`src/rtl/adsr_pkg.sv`:
```
// ----------------------------------------------------------------------------
// adsr_pkg: shared constants for the ADSR envelope generator.
//   ST_*      : FSM state codes (IDLE=0 .. RELEASE=4, codes 5-7 unused)
//   LEVEL_W   : width of the level accumulator
//   LEVEL_MAX : attack ceiling
//   SUS_SHIFT : left shift that turns the 7-bit sustain control into a level
// ----------------------------------------------------------------------------
package adsr_pkg;

  localparam int unsigned LEVEL_W   = 32;
  localparam int unsigned SUS_SHIFT = 25;

  localparam logic [LEVEL_W-1:0] LEVEL_MAX = 32'hFFFF_FFFF;

  localparam logic [2:0] ST_IDLE    = 3'd0;
  localparam logic [2:0] ST_ATTACK  = 3'd1;
  localparam logic [2:0] ST_DECAY   = 3'd2;
  localparam logic [2:0] ST_SUSTAIN = 3'd3;
  localparam logic [2:0] ST_RELEASE = 3'd4;

  // Sustain control scaled to a full-width level: {sustain, 25'b0}.
  function automatic logic [LEVEL_W-1:0] sus_level(input logic [6:0] sustain);
    return {sustain, {SUS_SHIFT{1'b0}}};
  endfunction

endpackage

```
`src/rtl/env_step.sv`:
```
// ----------------------------------------------------------------------------
// env_step: one saturating envelope step, purely combinational.
//   level      in  current level
//   rate       in  per-tick step size
//   target     in  level at which the segment ends (ceiling when rising,
//                  floor when falling)
//   dir        in  1 = add (ATTACK), 0 = subtract (DECAY / RELEASE)
//   next_level out stepped level, clamped to target once reached
//   reached    out segment has hit or passed its target this step
// ----------------------------------------------------------------------------
module env_step
  import adsr_pkg::*;
(
  input  logic [LEVEL_W-1:0] level,
  input  logic [LEVEL_W-1:0] rate,
  input  logic [LEVEL_W-1:0] target,
  input  logic               dir,
  output logic [LEVEL_W-1:0] next_level,
  output logic               reached
);

  // 33-bit arithmetic: bit 32 is the carry (add) or the borrow (subtract).
  logic [LEVEL_W:0] sum;
  logic [LEVEL_W:0] diff;

  assign sum  = {1'b0, level} + {1'b0, rate};
  assign diff = {1'b0, level} - {1'b0, rate};

  // Rising: done on overflow or on landing exactly on the ceiling.
  // Falling: done on underflow or on landing at/below the floor; with a
  // floor of 0 the compare reduces to "diff == 0".
  always_comb begin
    if (dir) begin
      reached = sum[LEVEL_W] || (sum[LEVEL_W-1:0] >= target);
    end else begin
      reached = diff[LEVEL_W] || (diff[LEVEL_W-1:0] <= target);
    end
  end

  assign next_level = reached ? target
                    : (dir ? sum[LEVEL_W-1:0] : diff[LEVEL_W-1:0]);

endmodule

```
`src/rtl/adsr_env_gen.sv`:
```
// ----------------------------------------------------------------------------
// adsr_env_gen: per-voice ADSR envelope generator.
//   clk, rst_n    clock, asynchronous active-low reset
//   tick          sample-rate strobe (one clk wide); level steps only on tick
//   gate          note gate; rise -> ATTACK (legato, level kept),
//                 fall -> RELEASE from ATTACK/DECAY/SUSTAIN
//   attack_rate   per-tick increment in ATTACK
//   decay_rate    per-tick decrement in DECAY
//   release_rate  per-tick decrement in RELEASE
//   sustain       sustain control, level = {sustain, 25'b0}
//   velocity      note velocity, only used when ADSR_VEL_EN is defined
//   env_out       top OUT_W bits of the level (velocity-scaled and one clk
//                 later when ADSR_VEL_EN is defined)
//   env_state     current state code
//   busy          state != IDLE
// Optional build macro: ADSR_VEL_EN (velocity scaling of env_out).
// ----------------------------------------------------------------------------
module adsr_env_gen
  import adsr_pkg::*;
#(
  parameter int OUT_W = 16
) (
  input  logic             clk,
  input  logic             rst_n,
  input  logic             tick,
  input  logic             gate,
  input  logic [31:0]      attack_rate,
  input  logic [31:0]      decay_rate,
  input  logic [31:0]      release_rate,
  input  logic [6:0]       sustain,
  input  logic [6:0]       velocity,
  output logic [OUT_W-1:0] env_out,
  output logic [2:0]       env_state,
  output logic             busy
);

  logic [2:0]         state, state_nxt;
  logic [LEVEL_W-1:0] level, level_nxt;
  logic               gate_q;
  logic               busy_q;

  logic               rise, fall;
  logic [LEVEL_W-1:0] sus;
  logic [LEVEL_W-1:0] step_rate, step_target, step_level;
  logic               step_up, step_reached;

  assign rise = gate & ~gate_q;
  assign fall = ~gate & gate_q;
  assign sus  = sus_level(sustain);

  // One stepper serves all three moving segments.
  always_comb begin
    step_up     = 1'b0;
    step_rate   = release_rate;
    step_target = '0;
    case (state)
      ST_ATTACK: begin
        step_up     = 1'b1;
        step_rate   = attack_rate;
        step_target = LEVEL_MAX;
      end
      ST_DECAY: begin
        step_rate   = decay_rate;
        step_target = sus;
      end
      default: ;
    endcase
  end

  env_step u_step (
    .level      (level),
    .rate       (step_rate),
    .target     (step_target),
    .dir        (step_up),
    .next_level (step_level),
    .reached    (step_reached)
  );

  // Edges beat ticks: on an edge cycle only the state moves.
  always_comb begin
    // NOTE: defaults first so every path assigns both outputs; no latch.
    state_nxt = state;
    level_nxt = level;
    if (rise) begin
      state_nxt = ST_ATTACK;
    end else if (fall && (state == ST_ATTACK || state == ST_DECAY ||
                          state == ST_SUSTAIN)) begin
      state_nxt = ST_RELEASE;
    end else begin
      case (state)
        ST_IDLE: level_nxt = '0;
        ST_ATTACK, ST_DECAY, ST_RELEASE: begin
          if (tick) begin
            level_nxt = step_level;
            if (step_reached) begin
              case (state)
                ST_ATTACK: state_nxt = ST_DECAY;
                ST_DECAY:  state_nxt = ST_SUSTAIN;
                default:   state_nxt = ST_IDLE;
              endcase
            end
          end
        end
        ST_SUSTAIN: if (tick) level_nxt = sus;
        default: begin
          // Unreachable codes 5-7: fall back to a clean idle.
          state_nxt = ST_IDLE;
          level_nxt = '0;
        end
      endcase
    end
  end

  // NOTE: state registers use non-blocking assignments so every flop samples
  // pre-edge values, independent of statement order.
  always_ff @(posedge clk or negedge rst_n) begin
    if (!rst_n) begin
      state  <= ST_IDLE;
      level  <= '0;
      gate_q <= 1'b0;
      busy_q <= 1'b0;
    end else begin
      state  <= state_nxt;
      level  <= level_nxt;
      gate_q <= gate;
      busy_q <= (state_nxt != ST_IDLE);
    end
  end

  assign env_state = state;
  assign busy      = busy_q;

`ifdef ADSR_VEL_EN
  // Velocity captured per note; scale factor is (vel_q + 1) / 128 so that
  // velocity 127 passes the level through unchanged.
  logic [6:0]       vel_q;
  logic [OUT_W-1:0] env_q;
  logic [7:0]       vel_p1;
  logic [OUT_W+7:0] prod;
  logic             unused_prod_bits;

  assign vel_p1 = {1'b0, vel_q} + 8'd1;
  assign prod   = {8'd0, level[31 -: OUT_W]} * {{OUT_W{1'b0}}, vel_p1};
  assign unused_prod_bits = ^{prod[OUT_W+7], prod[6:0]};

  always_ff @(posedge clk or negedge rst_n) begin
    if (!rst_n) begin
      vel_q <= '0;
      env_q <= '0;
    end else begin
      if (rise) vel_q <= velocity;
      env_q <= prod[OUT_W+6:7];
    end
  end

  assign env_out = env_q;
`else
  logic unused_velocity;
  assign unused_velocity = ^velocity;

  assign env_out = level[31 -: OUT_W];
`endif

endmodule

```
`config.mk`:
```
export PLATFORM = sky130hd
export DESIGN_NAME = adsr_env_gen
export DESIGN_NICKNAME = d
export VERILOG_FILES = /design/src/rtl/adsr_pkg.sv /design/src/rtl/env_step.sv /design/src/rtl/adsr_env_gen.sv
export SDC_FILE = /design/constraint.sdc
export NUM_CORES = 1
export LEC_CHECK = 0
export CORE_MARGIN = 4
export CORE_UTILIZATION = 55
export CTS_CLUSTER_DIAMETER = 50
export DETAILED_ROUTE_END_ITERATION = 10
export PLACE_DENSITY_LB_ADDON = 0.25
export RECOVER_POWER = 50
export SKIP_LAST_GASP = 1
export SYNTH_ARGS = -nofsm -noshare
export SYNTH_HDL_FRONTEND = slang
export SYNTH_HIERARCHICAL = 1
export SYNTH_SLANG_ARGS = --single-unit
```
`constraint.sdc`:
```
create_clock -name clk -period 19.9 [get_ports clk]
set_clock_uncertainty 0.2 [all_clocks]
set_input_delay 3.98 -clock clk [delete_from_list [all_inputs] [get_ports clk]]
set_output_delay 3.98 -clock clk [all_outputs]
set_load 0.01 [all_outputs]
```
==> impl_results.html <==
<table>
<tr><th>Metric</th><th>Value</th></tr>
<tr><th colspan="2">Clock tree</th></tr>
<tr><td>Worst skew pair latency</td><td>roughly 0.30 ns</td></tr>
<tr><td>Total number of clock tree sinks</td><td>37</td></tr>
<tr><td>TritonCTS clock tree</td><td>built</td></tr>
<tr><td>Hold buffers post-CTS</td><td>0</td></tr>
<tr><td>H-tree lvl count</td><td>2</td></tr>
<tr><td>CTS Root Cell</td><td>sky130_fd_sc_hd__clkbuf_16</td></tr>
<tr><td>Max clock buf depth</td><td>2</td></tr>
<tr><td>CTS clk-pin slew, worst paths</td><td>0.07 ns</td></tr>
<tr><td>Post-CTS setup buffer count</td><td>0</td></tr>
<tr><td>Total of cells resized after clock tree synthesis</td><td>0</td></tr>
<tr><td>Number of CTS-inserted buffers</td><td>5</td></tr>
<tr><th colspan="2">Layout</th></tr>
<tr><td>N_diodes</td><td>0</td></tr>
<tr><td>Count of filler cells inserted in the layout</td><td>between 1000 and 1500</td></tr>
<tr><td>Leading cell type in the layout, fill and taps excluded</td><td>sky130_fd_sc_hd__nand2_1</td></tr>
<tr><td>Area of the multi-input gates</td><td>6830 um2</td></tr>
<tr><td>Most used cells in the layout excluding fill and tap cells</td><td>sky130_fd_sc_hd__nand2_1 (143), sky130_fd_sc_hd__inv_1 (132), sky130_fd_sc_hd__ha_1 (128)</td></tr>
<tr><td>Layout Area Growth over Synthesis</td><td>15.6%</td></tr>
<tr><td>Final cell utilization of the core</td><td>65.2%</td></tr>
<tr><td>Fraction of final layout cells with drive strength greater than 1</td><td>4.79%</td></tr>
<tr><td>Final Non-Filler Cells</td><td>between 1000 and 1500</td></tr>
<tr><td>Area taken by flip-flops and latches</td><td>a little over 900 um2</td></tr>
<tr><td># nets final</td><td>between 1000 and 1500</td></tr>
<tr><th colspan="2">Setup path</th></tr>
<tr><td>Critical path's largest stage delay</td><td>0.60 ns</td></tr>
<tr><td>Required time worst endpoint</td><td>19.88 ns</td></tr>
<tr><td>Critical Path Source Type</td><td>input pin</td></tr>
<tr><td>Crit end category</td><td>flop</td></tr>
<tr><td>Cell type of the slowest stage on the worst timing path</td><td>sky130_fd_sc_hd__o21ai_0</td></tr>
<tr><td>Data arrival time at the worst-slack endpoint</td><td>10.70 ns</td></tr>
<tr><td>Largest fanout on the critical path</td><td>13</td></tr>
<tr><td>Critical setup path kind</td><td>in -&gt; reg</td></tr>
<tr><th colspan="2">Detailed routing</th></tr>
<tr><td>Detailed Route Iter0 Violations</td><td>712</td></tr>
<tr><td>Wire per inst</td><td>around 17 um</td></tr>
<tr><td>Overall routed net length</td><td>24800 um</td></tr>
<tr><td>Routed via count divided by cell count</td><td>roughly 5.9</td></tr>
<tr><td>DR DRC count</td><td>0</td></tr>
<tr><td>First-pass detailed-route iteration total</td><td>6</td></tr>
<tr><td>Post-route antenna net violation count</td><td>0</td></tr>
<tr><td>Via count</td><td>8562</td></tr>
<tr><th colspan="2">Timing</th></tr>
<tr><td>Unrepaired setup endpoints after global routing</td><td>no</td></tr>
<tr><td>Final TNS setup</td><td>0 ns</td></tr>
<tr><td>Worst Max-Slew Pin Slew</td><td>2.29 ns</td></tr>
<tr><td>Final worst path period need</td><td>10.72 ns</td></tr>
<tr><td>Final critical-path share of the clock period</td><td>53.9%</td></tr>
<tr><td>Worst slew margin</td><td>-52.4%</td></tr>
<tr><td>Final setup violation count</td><td>0</td></tr>
<tr><td>Highest Clock Rate</td><td>roughly 0.093 GHz</td></tr>
<tr><td>PnR worst setup slack</td><td>9.18 ns</td></tr>
<tr><td>Final max-slew violation count</td><td>38</td></tr>
<tr><td>Hold Fails Final Rpt</td><td>0</td></tr>
<tr><th colspan="2">Place</th></tr>
<tr><td>Worst setup slack before clock tree synthesis</td><td>about 9 ns</td></tr>
<tr><td>RePlAce Congestion</td><td>0.974</td></tr>
<tr><td>Port Buffers</td><td>126</td></tr>
<tr><td>HPWL Detailed</td><td>19300 um</td></tr>
<tr><td>Cells after DPL</td><td>1435</td></tr>
<tr><th colspan="2">Synthesis</th></tr>
<tr><td>Count of flip-flops with a built-in enable after synthesis</td><td>0</td></tr>
<tr><td>Average size of a mapped cell</td><td>7.44 um2</td></tr>
<tr><td>Fraction of registers with async set/reset</td><td>100%</td></tr>
<tr><td>Complex-gate fraction of the synthesized area</td><td>24.1%</td></tr>
<tr><td>Synthesized net count</td><td>around 1400</td></tr>
<tr><td>Xor and xnor fraction of the mapped netlist area</td><td>6.29%</td></tr>
<tr><td>Total standard cell area after synthesis</td><td>approximately 8600 um2</td></tr>
<tr><td>Combinational family with the most area after synthesis</td><td>compound AO/OA/AOI/OAI gates</td></tr>
<tr><td>Flops &amp; latches, synth</td><td>37</td></tr>
<tr><td>Post-Synth Adder-Cell Area</td><td>around a fifth</td></tr>
<tr><td>Number of warnings reported in the yosys synthesis log</td><td>6</td></tr>
<tr><td>Multiplexer share of the synthesized area</td><td>~11%</td></tr>
<tr><td>Post-Synthesis Cells</td><td>around 1200</td></tr>
<tr><td>Dominant synthesized flop cell</td><td>sky130_fd_sc_hd__dfrtp_1</td></tr>
<tr><td>Simple-gate share of the synthesized area</td><td>18.6%</td></tr>
<tr><td>Distinct cell type count of the synthesized netlist</td><td>80</td></tr>
<tr><td>Fraction of the yosys area taken by sequential cells</td><td>10.7%</td></tr>
<tr><th colspan="2">Die</th></tr>
<tr><td>Die X-Extent</td><td>roughly 130 um</td></tr>
<tr><td>Die footprint</td><td>17800 um2</td></tr>
<tr><td>Chip Height</td><td>133 um</td></tr>
<tr><td>Initial cell density of the core</td><td>a little under three fifths</td></tr>
<tr><td>Number of placement rows</td><td>45</td></tr>
<tr><td>Core footprint</td><td>15300 um2</td></tr>
<tr><td>Total I/O pin count</td><td>134</td></tr>
<tr><th colspan="2">Run status</th></tr>
<tr><td>Violated checks</td><td>max-capacitance violations, max-slew violations</td></tr>
<tr><td>Result of the run</td><td>finished with violations</td></tr>
<tr><th colspan="2">Flow run</th></tr>
<tr><td>Max-cap violations</td><td>1</td></tr>
<tr><th colspan="2">Global route</th></tr>
<tr><td>Antenna violations before repair</td><td>0</td></tr>
<tr><td>Global-route wire length before repair</td><td>roughly 40000 um</td></tr>
<tr><td>Total grt overflow</td><td>0</td></tr>
<tr><td>Largest net degree at the start of global routing</td><td>48</td></tr>
<tr><td>Number of global-route vias before repair</td><td>8250</td></tr>
<tr><td>Total Routing Usage GR</td><td>~27%</td></tr>
<tr><th colspan="2">Hold path</th></tr>
<tr><td>Worst Hold Class</td><td>reg -&gt; reg</td></tr>
</table>
[Yosys cell counts, types with 9 or more instances]
library cell	instances	area share, %
sky130_fd_sc_hd__nor2b_1	16	1.2
sky130_fd_sc_hd__nand3_1	13	0.75
sky130_fd_sc_hd__buf_4	23	2.0
sky130_fd_sc_hd__o21bai_1	12	1.0
sky130_fd_sc_hd__mux2_2	13	1.7
sky130_fd_sc_hd__ha_1	128	19
sky130_fd_sc_hd__nand4_1	21	1.5
sky130_fd_sc_hd__o21a_1	9	0.78
sky130_fd_sc_hd__nand2_1	143	6.2
sky130_fd_sc_hd__inv_1	132	5.7
sky130_fd_sc_hd__a21oi_1	79	4.6
sky130_fd_sc_hd__a21o_1	39	3.4
sky130_fd_sc_hd__nor2_1	54	2.3
sky130_fd_sc_hd__buf_2	11	0.64
sky130_fd_sc_hd__mux2i_1	69	8.0
sky130_fd_sc_hd__or3_1	15	1.1
sky130_fd_sc_hd__dfrtp_1	37	11
sky130_fd_sc_hd__clkbuf_1	29	1.3
sky130_fd_sc_hd__o211ai_1	19	1.7
sky130_fd_sc_hd__o21ai_0	34	2.0
sky130_fd_sc_hd__nor3_1	18	1.0
sky130_fd_sc_hd__o31ai_1	15	1.3
sky130_fd_sc_hd__nand2b_1	9	0.65
sky130_fd_sc_hd__xnor2_1	55	5.6
sky130_fd_sc_hd__a22oi_1	32	2.8
[metal layers]
| metal | up-vias | share of wire, % | wire length [um] | track usage [%] |
|---|---|---|---|---|
| met3 | 39 | 5.7 | 1400 | 3.29 |
| met5 | - | 0 | 0 | 0 |
| li1 | 4233 | - | - | - |
| met1 | 4002 | 44 | 10900 | 35.7 |
| met2 | 288 | 48 | 11800 | 46.8 |
| met4 | 0 | 2.6 | 655 | 8.91 |
[critical path: cells and delay by family]
family,cells,cell delay [ns]
compound gates,10,2.64
xor+xnor,1,0.14
fa+ha+maj,2,0.60
buf+inv,2,0.54
mux,3,0.91
simple gates,8,1.87
[stage by stage]
step                      cell area [um2]  hold slack [ns]
after floorplan                      8640            0.316
final                                9980            0.358
after global routing                 9980            0.380
after detailed placement             9840            0.350
after CTS                            9980            0.359
after global placement               9840            0.333
[layout make-up]
type | count | share of cell area [%]
Tap cell | 211 | 2.65
Clock buffer | 5 | 1.25
Clock inverter | 3 | 0.176
Timing Repair Buffer | 132 | 13.0
Sequential cell | 37 | 9.28
Inverter | 137 | 5.15
Multi-Input combinational cell | 918 | 68.5
[state kept, by name, summed over array words and instances, names as in the netlist]
signal and cells:
busy 1, env_state 3, gate_q 1, level 32
[kinds of logic after synthesis]
kind of cell,Yosys count
and+or+nand+nor,330
AOI/OAI and AO/OA,306
buffers and inverters,206
adders and majority gates,130
muxes,90
xor gates and xnor gates,62
DFF,37
[worst paths after layout]
kind                       slack, ns  cells after the start        end     startpoint
setup / recovery                9.18                     26  level[30]  decay_rate[1]
hold / removal                  0.36                      2   level[5]       level[5]
setup reg to reg               11.33                     24  level[30]   env_state[0]
hold reg to reg                 0.36                      2   level[5]       level[5]
max in group asynchronous      14.03                      1  level[19]          rst_n
min in group asynchronous       4.16                      1   level[5]          rst_n
Power is left out: the tool's default activity adds up to more than one toggle a clock period on the data nets, which glitch-free logic cannot reach.
